[config.mk]
export PLATFORM = sky130hd
export DESIGN_NAME = muldiv_sequencer
export DESIGN_NICKNAME = d
export VERILOG_FILES = /design/src/rtl/muldiv_sequencer.sv
export SDC_FILE = /design/constraint.sdc
export NUM_CORES = 1
export LEC_CHECK = 0
export CAP_MARGIN = 10
export CORE_ASPECT_RATIO = 0.9
export CORE_MARGIN = 4
export CORE_UTILIZATION = 45
export DETAILED_ROUTE_END_ITERATION = 8
export PLACE_DENSITY_LB_ADDON = 0.1
export SETUP_SLACK_MARGIN = 0.4
export SLEW_MARGIN = 20
export SYNTH_ARGS = -nofsm -noshare
export SYNTH_HDL_FRONTEND = slang
export SYNTH_SLANG_ARGS = --single-unit
export TNS_END_PERCENT = 1
[constraint.sdc]
create_clock -name clk -period 3.9 [get_ports clk]
set_input_delay 0.78 -clock clk [delete_from_list [all_inputs] [get_ports clk]]
set_output_delay 0.78 -clock clk [all_outputs]
set_load 0.03 [all_outputs]
[src/rtl/muldiv_sequencer.sv]
// rtl/muldiv_sequencer.sv - iterative MIPS32 multiply/divide sequencer owning the HI/LO pair
module muldiv_sequencer #(
  parameter int WIDTH = 32
) (
  input  logic             clk,
  input  logic             rst,
  input  logic             start,
  input  logic             mul0_div1_sel,
  input  logic             is_signed,
  input  logic             kill,
  input  logic [WIDTH-1:0] srca,
  input  logic [WIDTH-1:0] srcb,
  input  logic             hilo_rd,
  input  logic             hi0_lo1_sel,
  output logic [WIDTH-1:0] hilo_out,
  output logic             busy,
  output logic             stall,
  output logic             done
);

  localparam int CW = $clog2(WIDTH + 1);
  localparam logic [CW-1:0] LAST_ITER = CW'(WIDTH - 1);

  typedef enum logic [1:0] {
    S_IDLE = 2'd0,
    S_CALC = 2'd1,
    S_FIX  = 2'd2
  } state_t;

  state_t r_state;
  state_t w_next;

  // Architectural HI/LO pair
  logic [WIDTH-1:0] r_hi;
  logic [WIDTH-1:0] r_lo;

  // Working registers shared by both loops:
  //  multiply: r_acc_hi = running upper product, r_acc_lo = multiplier shifting out / product low bits,
  //            r_opb = multiplicand
  //  divide:   r_acc_hi = partial remainder, r_acc_lo = dividend shifting out / quotient shifting in,
  //            r_opb = divisor
  logic [WIDTH-1:0] r_acc_hi;
  logic [WIDTH-1:0] r_acc_lo;
  logic [WIDTH-1:0] r_opb;
  logic [CW-1:0]    r_count;
  logic             r_div;
  logic             r_sign_a;
  logic             r_sign_b;
  logic             r_done;

  logic             w_accept;
  logic [WIDTH-1:0] w_mag_a;
  logic [WIDTH-1:0] w_mag_b;

  logic [WIDTH:0]   w_mul_sum;
  logic [WIDTH:0]   w_rem_shift;
  logic [WIDTH:0]   w_rem_diff;
  logic             w_rem_ge;

  logic             w_neg_res;
  logic [2*WIDTH-1:0] w_prod;
  logic [2*WIDTH-1:0] w_prod_fix;
  logic [WIDTH-1:0] w_quo_fix;
  logic [WIDTH-1:0] w_rem_fix;

  // A start is taken only from IDLE and only when no kill accompanies it
  assign w_accept = (r_state == S_IDLE) && start && !kill;

  // Signed operands enter the loops as magnitudes; 0x80000000 maps onto itself, which is the right magnitude
  assign w_mag_a = (is_signed && srca[WIDTH-1]) ? (~srca + 1'b1) : srca;
  assign w_mag_b = (is_signed && srcb[WIDTH-1]) ? (~srcb + 1'b1) : srcb;

  // One radix-2 shift-add step: add multiplicand when the multiplier LSB is set, then shift right
  assign w_mul_sum = {1'b0, r_acc_hi} + (r_acc_lo[0] ? {1'b0, r_opb} : {(WIDTH + 1){1'b0}});

  // One restoring-divide step: bring in the next dividend bit, subtract the divisor if it fits
  assign w_rem_shift = {r_acc_hi, r_acc_lo[WIDTH-1]};
  assign w_rem_diff  = w_rem_shift - {1'b0, r_opb};
  assign w_rem_ge    = (w_rem_shift >= {1'b0, r_opb});

  // Sign correction: product and quotient flip on differing signs, remainder follows the dividend
  assign w_neg_res  = r_sign_a ^ r_sign_b;
  assign w_prod     = {r_acc_hi, r_acc_lo};
  assign w_prod_fix = w_neg_res ? (~w_prod + 1'b1) : w_prod;
  assign w_quo_fix  = w_neg_res ? (~r_acc_lo + 1'b1) : r_acc_lo;
  assign w_rem_fix  = r_sign_a ? (~r_acc_hi + 1'b1) : r_acc_hi;

  assign hilo_out = hi0_lo1_sel ? r_lo : r_hi;
  assign done     = r_done;

  // State register
  always_ff @(posedge clk) begin
    if (!rst) begin
      r_state <= S_IDLE;
    end else begin
      r_state <= w_next;
    end
  end

  // Next-state selection and busy/stall outputs; kill aborts from any busy state
  always_comb begin
    w_next = r_state;
    busy   = 1'b0;
    stall  = 1'b0;
    case (r_state)
      S_IDLE: begin
        if (w_accept) begin
          w_next = S_CALC;
        end
      end
      S_CALC: begin
        busy = 1'b1;
        if (kill) begin
          w_next = S_IDLE;
        end else if (r_count == LAST_ITER) begin
          w_next = S_FIX;
        end
      end
      S_FIX: begin
        busy   = 1'b1;
        w_next = S_IDLE;
      end
      default: begin
        w_next = S_IDLE;
      end
    endcase
    stall = busy && (start || hilo_rd);
  end

  // Operand capture, iteration datapath, HI/LO write-back and the done pulse
  always_ff @(posedge clk) begin
    if (!rst) begin
      r_hi     <= '0;
      r_lo     <= '0;
      r_acc_hi <= '0;
      r_acc_lo <= '0;
      r_opb    <= '0;
      r_count  <= '0;
      r_div    <= 1'b0;
      r_sign_a <= 1'b0;
      r_sign_b <= 1'b0;
      r_done   <= 1'b0;
    end else begin
      r_done <= 1'b0;
      case (r_state)
        S_IDLE: begin
          if (w_accept) begin
            r_div    <= mul0_div1_sel;
            r_sign_a <= is_signed & srca[WIDTH-1];
            r_sign_b <= is_signed & srcb[WIDTH-1];
            r_count  <= '0;
            r_acc_hi <= '0;
            if (mul0_div1_sel) begin
              r_acc_lo <= w_mag_a;
              r_opb    <= w_mag_b;
            end else begin
              r_acc_lo <= w_mag_b;
              r_opb    <= w_mag_a;
            end
          end
        end
        S_CALC: begin
          if (!kill) begin
            r_count <= r_count + CW'(1);
            if (r_div) begin
              r_acc_hi <= w_rem_ge ? w_rem_diff[WIDTH-1:0] : w_rem_shift[WIDTH-1:0];
              r_acc_lo <= {r_acc_lo[WIDTH-2:0], w_rem_ge};
            end else begin
              r_acc_hi <= w_mul_sum[WIDTH:1];
              r_acc_lo <= {w_mul_sum[0], r_acc_lo[WIDTH-1:1]};
            end
          end
        end
        S_FIX: begin
          if (!kill) begin
            if (r_div) begin
              r_hi <= w_rem_fix;
              r_lo <= w_quo_fix;
            end else begin
              r_hi <= w_prod_fix[2*WIDTH-1:WIDTH];
              r_lo <= w_prod_fix[WIDTH-1:0];
            end
            r_done <= 1'b1;
          end
        end
        default: begin
          r_done <= 1'b0;
        end
      endcase
    end
  end

endmodule

== Yosys cells after proc, flatten, opt, wreduce, memory -nomap -nowiden ==
Cells that the tools add are included.
Cells by class
  $add $sub $neg: 8
  $lt $le $gt $ge: 1
  eq/ne operators: 6
  muxes and demuxes: 29
  bitwise logic cells: 9
  reduce and logical (&&, ||, !) cells: 15
Operator list (number)
  2-to-1 mux 32 bit: 17
  adder 32 x 1 -> 32 bit (second input constant): 4
  inverter 32 bit: 4
  case mux 32 bit (2 select lines): 2
  adder 64 x 1 -> 64 bit (second input constant): 1
  2-to-1 mux 64 bit: 1
  inverter 64 bit: 1
  adder 32 x 32 -> 33 bit: 1
  greater-or-equal comparator 33 x 32 -> 1 bit: 1
  subtractor 32 bit: 1
  2-to-1 mux 6 bit: 2
  case mux 6 bit (2 select lines): 1
  AND reduction 2 bit: 4
  adder 6 x 1 -> 6 bit (second input constant): 1
  equality test 6 x 5 -> 1 bit (second input constant): 1
  2-to-1 mux 2 bit: 3
  logical AND 1 bit: 5
  inequality test 2 bit (second input constant): 2
  case mux 2 bit (2 select lines): 1
  inequality test 3 bit (second input constant): 1
  AND reduction 3 bit: 1
  AND 1 bit: 2
  equality test 2 x 1 -> 1 bit (second input constant): 1
  equality test 2 bit (second input constant): 1
  other kinds (8): 9
Word-level totals
  bits in registers: 172
  input port bits: 72
  output and inout port bits: 35
  word-level logic and storage cells: 79

== Depth between registers and ports, before layout ==
  word-level depth: 6
  depth in mapped cells: 13
  mapped depth without buffers: 12

== Worst setup path before layout ==
OpenSTA, ideal clock, no wires.
  path type: register -> register
  from: reg r_acc_lo[0]
  to: reg r_acc_hi[26]
  setup time: 0.136 ns
  data arrival time: 2.901 ns
  required time: 3.764 ns
  setup slack: 0.863 ns
  cell stages (with the launch flop): 13
  path buffers: 1
  period minus slack after synthesis: 3.037 ns
  cells stage by stage: dfxtp_1 > inv_1 > clkbuf_1 > nor2_1 > ha_1 > a2111oi_0 > o21ai_0 > a21oi_1 > o21ai_0 > a311oi_1 > o21bai_1 > xnor2_1 > o221ai_1
On the way
  cells in the longest elaborated chain, start to end: 5
Ends and longest elaborated chain
  start: declaration: line 43  | logic [WIDTH-1:0] r_acc_lo;
  start signal: assignment: line 154  | r_acc_lo <= w_mag_a;
  start signal: assignment: line 157  | r_acc_lo <= w_mag_b;
  start signal: assignment: line 167  | r_acc_lo <= {r_acc_lo[WIDTH-2:0], w_rem_ge};
  2-to-1 mux 32 bit: line 74  | assign w_mul_sum = {1'b0, r_acc_hi} + (r_acc_lo[0] ? {1'b0, r_opb} : {(WIDTH + 1){1'b0}});
  adder 32 x 32 -> 33 bit: line 74
  2-to-1 mux 32 bit: line 165  | if (r_div) begin
  2-to-1 mux 32 bit: line 163  | if (!kill) begin
  case mux 32 bit (2 select lines): line 145  | case (r_state)
  end signal: assignment: line 166  | r_acc_hi <= w_rem_ge ? w_rem_diff[WIDTH-1:0] : w_rem_shift[WIDTH-1:0];
  end signal: assignment: line 169  | r_acc_hi <= w_mul_sum[WIDTH:1];
  end: declaration: line 42  | logic [WIDTH-1:0] r_acc_hi;
Every way passes these cells. The select of a mux whose other input is x is not followed.
A chain may end at the register's enable or synchronous reset.

== Worst setup path after layout ==
  from: reg r_opb[6]
  to: reg r_acc_hi[28]
On the way
  cells in the longest elaborated chain, start to end: 5
  elaborated cells on any way between the ends: 8
  those cells by class: 2 x add/sub; 1 x order compare; 5 x mux
Ends and longest elaborated chain
  start: declaration: line 44  | logic [WIDTH-1:0] r_opb;
  start signal: assignment: line 155  | r_opb <= w_mag_b;
  start signal: assignment: line 158  | r_opb <= w_mag_a;
  2-to-1 mux 32 bit, or another cell as far along: line 74
  adder 32 x 32 -> 33 bit or 2-to-1 mux 32 bit (tied branches): line 74, 166
  2-to-1 mux 32 bit *: line 165
  2-to-1 mux 32 bit *: line 163
  case mux 32 bit (2 select lines) *: line 145
Mark *: on every way between the ends. The rest lies on a longest branch, timed or not. The select of a mux whose other input is x is not followed.

==> impl_metrics.sql <==
INSERT INTO impl_metrics (metric_group, metric, value, unit) VALUES
('place', 'place_congestion', '0.9929', ''),
('worst_setup_path', 'crit_path_max_fanout', '5', ''),
('synth', 'synthCells', '2050', ''),
('synth', 'syn_avg_cell_area', '7.258', 'µm²'),
('global_route', 'grtUsageTotal', '0.3091', ''),
('cts', 'post-cts-setup-buffers', '0', ''),
('outcome', 'run_status', 'complete, no violations', ''),
('job', 'timing.max_cap.violations', '0', ''),
('finish', 'num_antenna_cells', '0', ''),
('cts', 'worstSkewPairLatency', '460', 'ps'),
('cts', 'clkTransAtPathRegs', '80', 'ps'),
('routing', 'drt_iter0_markers', '1800', ''),
('timing', 'timing.final.crit_period', '3582', 'ps'),
('finish', 'fillCellCount', '3205', ''),
('timing', 'setup_slack', '317.6', 'ps'),
('timing', 'fin_skew', '25.39', 'ps'),
('timing', 'timing.final.max_slew_violations', '0', ''),
('global_route', 'grt_start_max_net_pins', '63', ''),
('timing', 'finalCritPeriodShare', '0.9186', ''),
('place', 'place.detailed.hpwl', '46120', 'µm'),
('routing', 'ant_nets', '0', ''),
('worst_hold_path', 'hold_path_startpoint', 'r_opb[15]', ''),
('worst_setup_path', 'crit_path_launch', 'r_opb[6]', ''),
('synth', 'synth-async-reset-ratio', '0', ''),
('global_route', 'grt_pass1_wl', '87290', 'µm'),
('cts', 'clockRootBuffer', 'sky130_fd_sc_hd__clkbuf_16', ''),
('timing', 'fmax', '0.2791', 'GHz'),
('synth', 'number_of_synthesized_register_bits', '172', ''),
('timing', 'number_of_hold_violations_in_the_final_report', '0', ''),
('synth', 'synth.lib_cells_used.distinct', '72', ''),
('timing', 'setup-tns-final', '0', 'ps'),
('cts', 'clock_tree.buffer_depth', '2', ''),
('finish', 'seqCellArea', '0.003445', 'mm²'),
('global_route', 'grt_pass1_vias', '14380', ''),
('cts', 'cts.sinks', '172', ''),
('finish', 'multi_input_gate_area', '0.01062', 'mm²'),
('synth', 'synth_top_area_cell', 'sky130_fd_sc_hd__dfxtp_1', ''),
('routing', 'route.vias.total', '16010', ''),
('synth', 'synth_seq_area_share', '0.2314', ''),
('die', 'die-area', '0.03604', 'mm²'),
('place', 'dp_slack', '220.3', 'ps'),
('power_and_ir_drop', 'power_leakage', '6.772', 'nW'),
('timing', 'setup_repair_after_global_routing_missed_its_margin', 'true', ''),
('cts', 'cts_tree', 'yes', ''),
('worst_hold_path', 'holdCritPathClass', 'register to register', ''),
('routing', 'detail_route.wl_per_cell', '22.55', 'µm'),
('finish', 'layout-drive-gt1-share', '0.1072', ''),
('die', 'floorplan.rows', '62', ''),
('timing', 'timing.slew.headroom', '0.4259', ''),
('finish', 'final_common_cell', 'sky130_fd_sc_hd__nor2_1', ''),
('finish', 'final_core_util', '0.5352', ''),
('place', 'port_buffers', '106', ''),
('routing', 'drtPass1Iterations', '5', ''),
('die', 'die_w', '199.7', 'µm'),
('routing', 'vias_per_cell', '6.248', ''),
('worst_setup_path', 'cp.required', '4250', 'ps'),
('cts', 'htreeDepth', '4', ''),
('synth', 'area_contributors_post_synth', 'sky130_fd_sc_hd__dfxtp_1, sky130_fd_sc_hd__a21oi_1, sky130_fd_sc_hd__xnor2_1', ''),
('routing', 'detail_route.wirelength', '57760', 'µm'),
('cts', 'cts-buffers-inserted', '17', ''),
('synth', 'most_used_flip_flop_cell_after_synthesis', 'sky130_fd_sc_hd__dfxtp_1', ''),
('worst_setup_path', 'cp_arrival', '3930', 'ps'),
('cts', 'hold_buffers', '0', ''),
('finish', 'area_growth', '16.08', '%'),
('finish', 'layout.nets', '2279', ''),
('global_route', 'grt_overflow', '0', ''),
('synth', 'synthesis.nets', '2196', ''),
('die', 'io_pins', '107', ''),
('synth', 'synth_edf_count', '0', ''),
('synth', 'synth_top_area_frac', '0.2314', ''),
('worst_setup_path', 'timing.setup.critical_path_class', 'register to register', '');
==> metrics by stage <==
step / power (W) / cell area (µm²) / instances
3_3_place_gp: 0.003380 / 16630 / 2530
4_1_cts: 0.005229 / 17260 / 2562
2_1_floorplan: 0.002834 / 14880 / 2050
6_report: 0.005260 / 17270 / 2562
3_5_place_dp: 0.003388 / 16630 / 2530
5_1_grt: 0.005463 / 17270 / 2562
==> kinds of logic (layout without fill, tap and decap cells) <==
logic type	Yosys count	after routing	share of synthesized area
compound gates	656	656	0.2795
buf+inv	224	320	0.05668
xor+xnor	163	163	0.09595
mux	83	83	0.05988
flops	172	172	0.2314
simple gates	678	678	0.2134
fa+ha+maj	74	74	0.06324
==> sequential cells by signal (all words and copies together) (netlist names) <==
register / cells
r_sign_a: 1
r_count: 6
r_acc_lo: 32
r_acc_hi: 32
r_lo: 32
r_sign_b: 1
r_opb: 32
done: 1
r_state: 2
r_hi: 32
r_div: 1
==> critical path, stage by stage, from the launching register on <==
cell,delay [ps]
sky130_fd_sc_hd__dfxtp_1,340
sky130_fd_sc_hd__inv_1,100
sky130_fd_sc_hd__ha_1,400
sky130_fd_sc_hd__nand3_1,220
sky130_fd_sc_hd__a211oi_1,610
sky130_fd_sc_hd__o21ai_0,310
sky130_fd_sc_hd__a311oi_1,380
sky130_fd_sc_hd__nor3_2,170
sky130_fd_sc_hd__a21oi_1,390
sky130_fd_sc_hd__o31ai_1,240
sky130_fd_sc_hd__a32o_1,310
==> power by group <==
part           switching, W  total (W)  leakage (nW)  internal, W
combinational      0.000963    0.00152          5.07     0.000554
sequential        0.0000635    0.00188          1.40      0.00182
clock              0.000932    0.00186         0.301     0.000931
total               0.00196    0.00526          6.77      0.00330
==> what timing repair did <==
item	in CTS	in global routing
hold endpoints to repair	0	0
setup endpoints to repair	0	12
gates resized for setup	0	3
==> cell type report <==
class | instances | area share
Multi-Input combinational cell | 1654 | 0.6152
Sequential cell | 172 | 0.1994
Timing Repair Buffer | 203 | 0.1003
Tap cell | 416 | 0.03014
Clock buffer | 17 | 0.02463
Inverter | 85 | 0.01847
Clock inverter | 15 | 0.01188
==> layer usage <==
layer	part of all wire	track usage	wire length, µm
met1	0.48	0.4890	27700
met2	0.39	0.4171	22400
met3	0.10	0.06188	5985
met4	0.029	0.08503	1684
met5	0	0	0
==> synthesized netlist by cell type, types with 5 or more instances <==
master / instances
sky130_fd_sc_hd__nor3b_1: 5
sky130_fd_sc_hd__o31ai_1: 23
sky130_fd_sc_hd__nor4_1: 32
sky130_fd_sc_hd__a21oi_1: 213
sky130_fd_sc_hd__mux2i_1: 35
sky130_fd_sc_hd__nand4_1: 19
sky130_fd_sc_hd__o21a_1: 11
sky130_fd_sc_hd__clkbuf_1: 127
sky130_fd_sc_hd__inv_1: 83
sky130_fd_sc_hd__o211ai_1: 25
sky130_fd_sc_hd__a311oi_1: 14
sky130_fd_sc_hd__o41ai_1: 8
sky130_fd_sc_hd__nor3_1: 49
sky130_fd_sc_hd__a22oi_1: 17
sky130_fd_sc_hd__nand2b_1: 13
sky130_fd_sc_hd__dfxtp_1: 172
sky130_fd_sc_hd__or3_1: 22
sky130_fd_sc_hd__a211oi_1: 80
sky130_fd_sc_hd__o21bai_1: 10
sky130_fd_sc_hd__or2_2: 6
sky130_fd_sc_hd__and3_1: 15
sky130_fd_sc_hd__buf_1: 10
sky130_fd_sc_hd__nand3b_1: 5
sky130_fd_sc_hd__xor2_1: 60
sky130_fd_sc_hd__xnor2_1: 103
sky130_fd_sc_hd__o22ai_1: 5
sky130_fd_sc_hd__mux2_2: 48
sky130_fd_sc_hd__a221o_1: 9
sky130_fd_sc_hd__a41oi_1: 5
sky130_fd_sc_hd__nor2_1: 234
sky130_fd_sc_hd__ha_1: 72
sky130_fd_sc_hd__a31oi_1: 21
sky130_fd_sc_hd__nand3_1: 65
sky130_fd_sc_hd__o31a_1: 8
sky130_fd_sc_hd__o21ai_0: 146
sky130_fd_sc_hd__nand2_1: 166
sky130_fd_sc_hd__or4_1: 15
sky130_fd_sc_hd__a21o_1: 17
sky130_fd_sc_hd__nor2b_1: 12
==> path summary, 6_finish.rpt <==
kind | to | slack [ps] | cells after the start
max | r_acc_hi[28] | 320 | 10
min | r_opb[15] | 460 | 2
max reg2reg | r_acc_hi[28] | 320 | 10
min reg2reg | r_opb[15] | 460 | 2
Note: power is estimated with default switching activity, not from simulation.
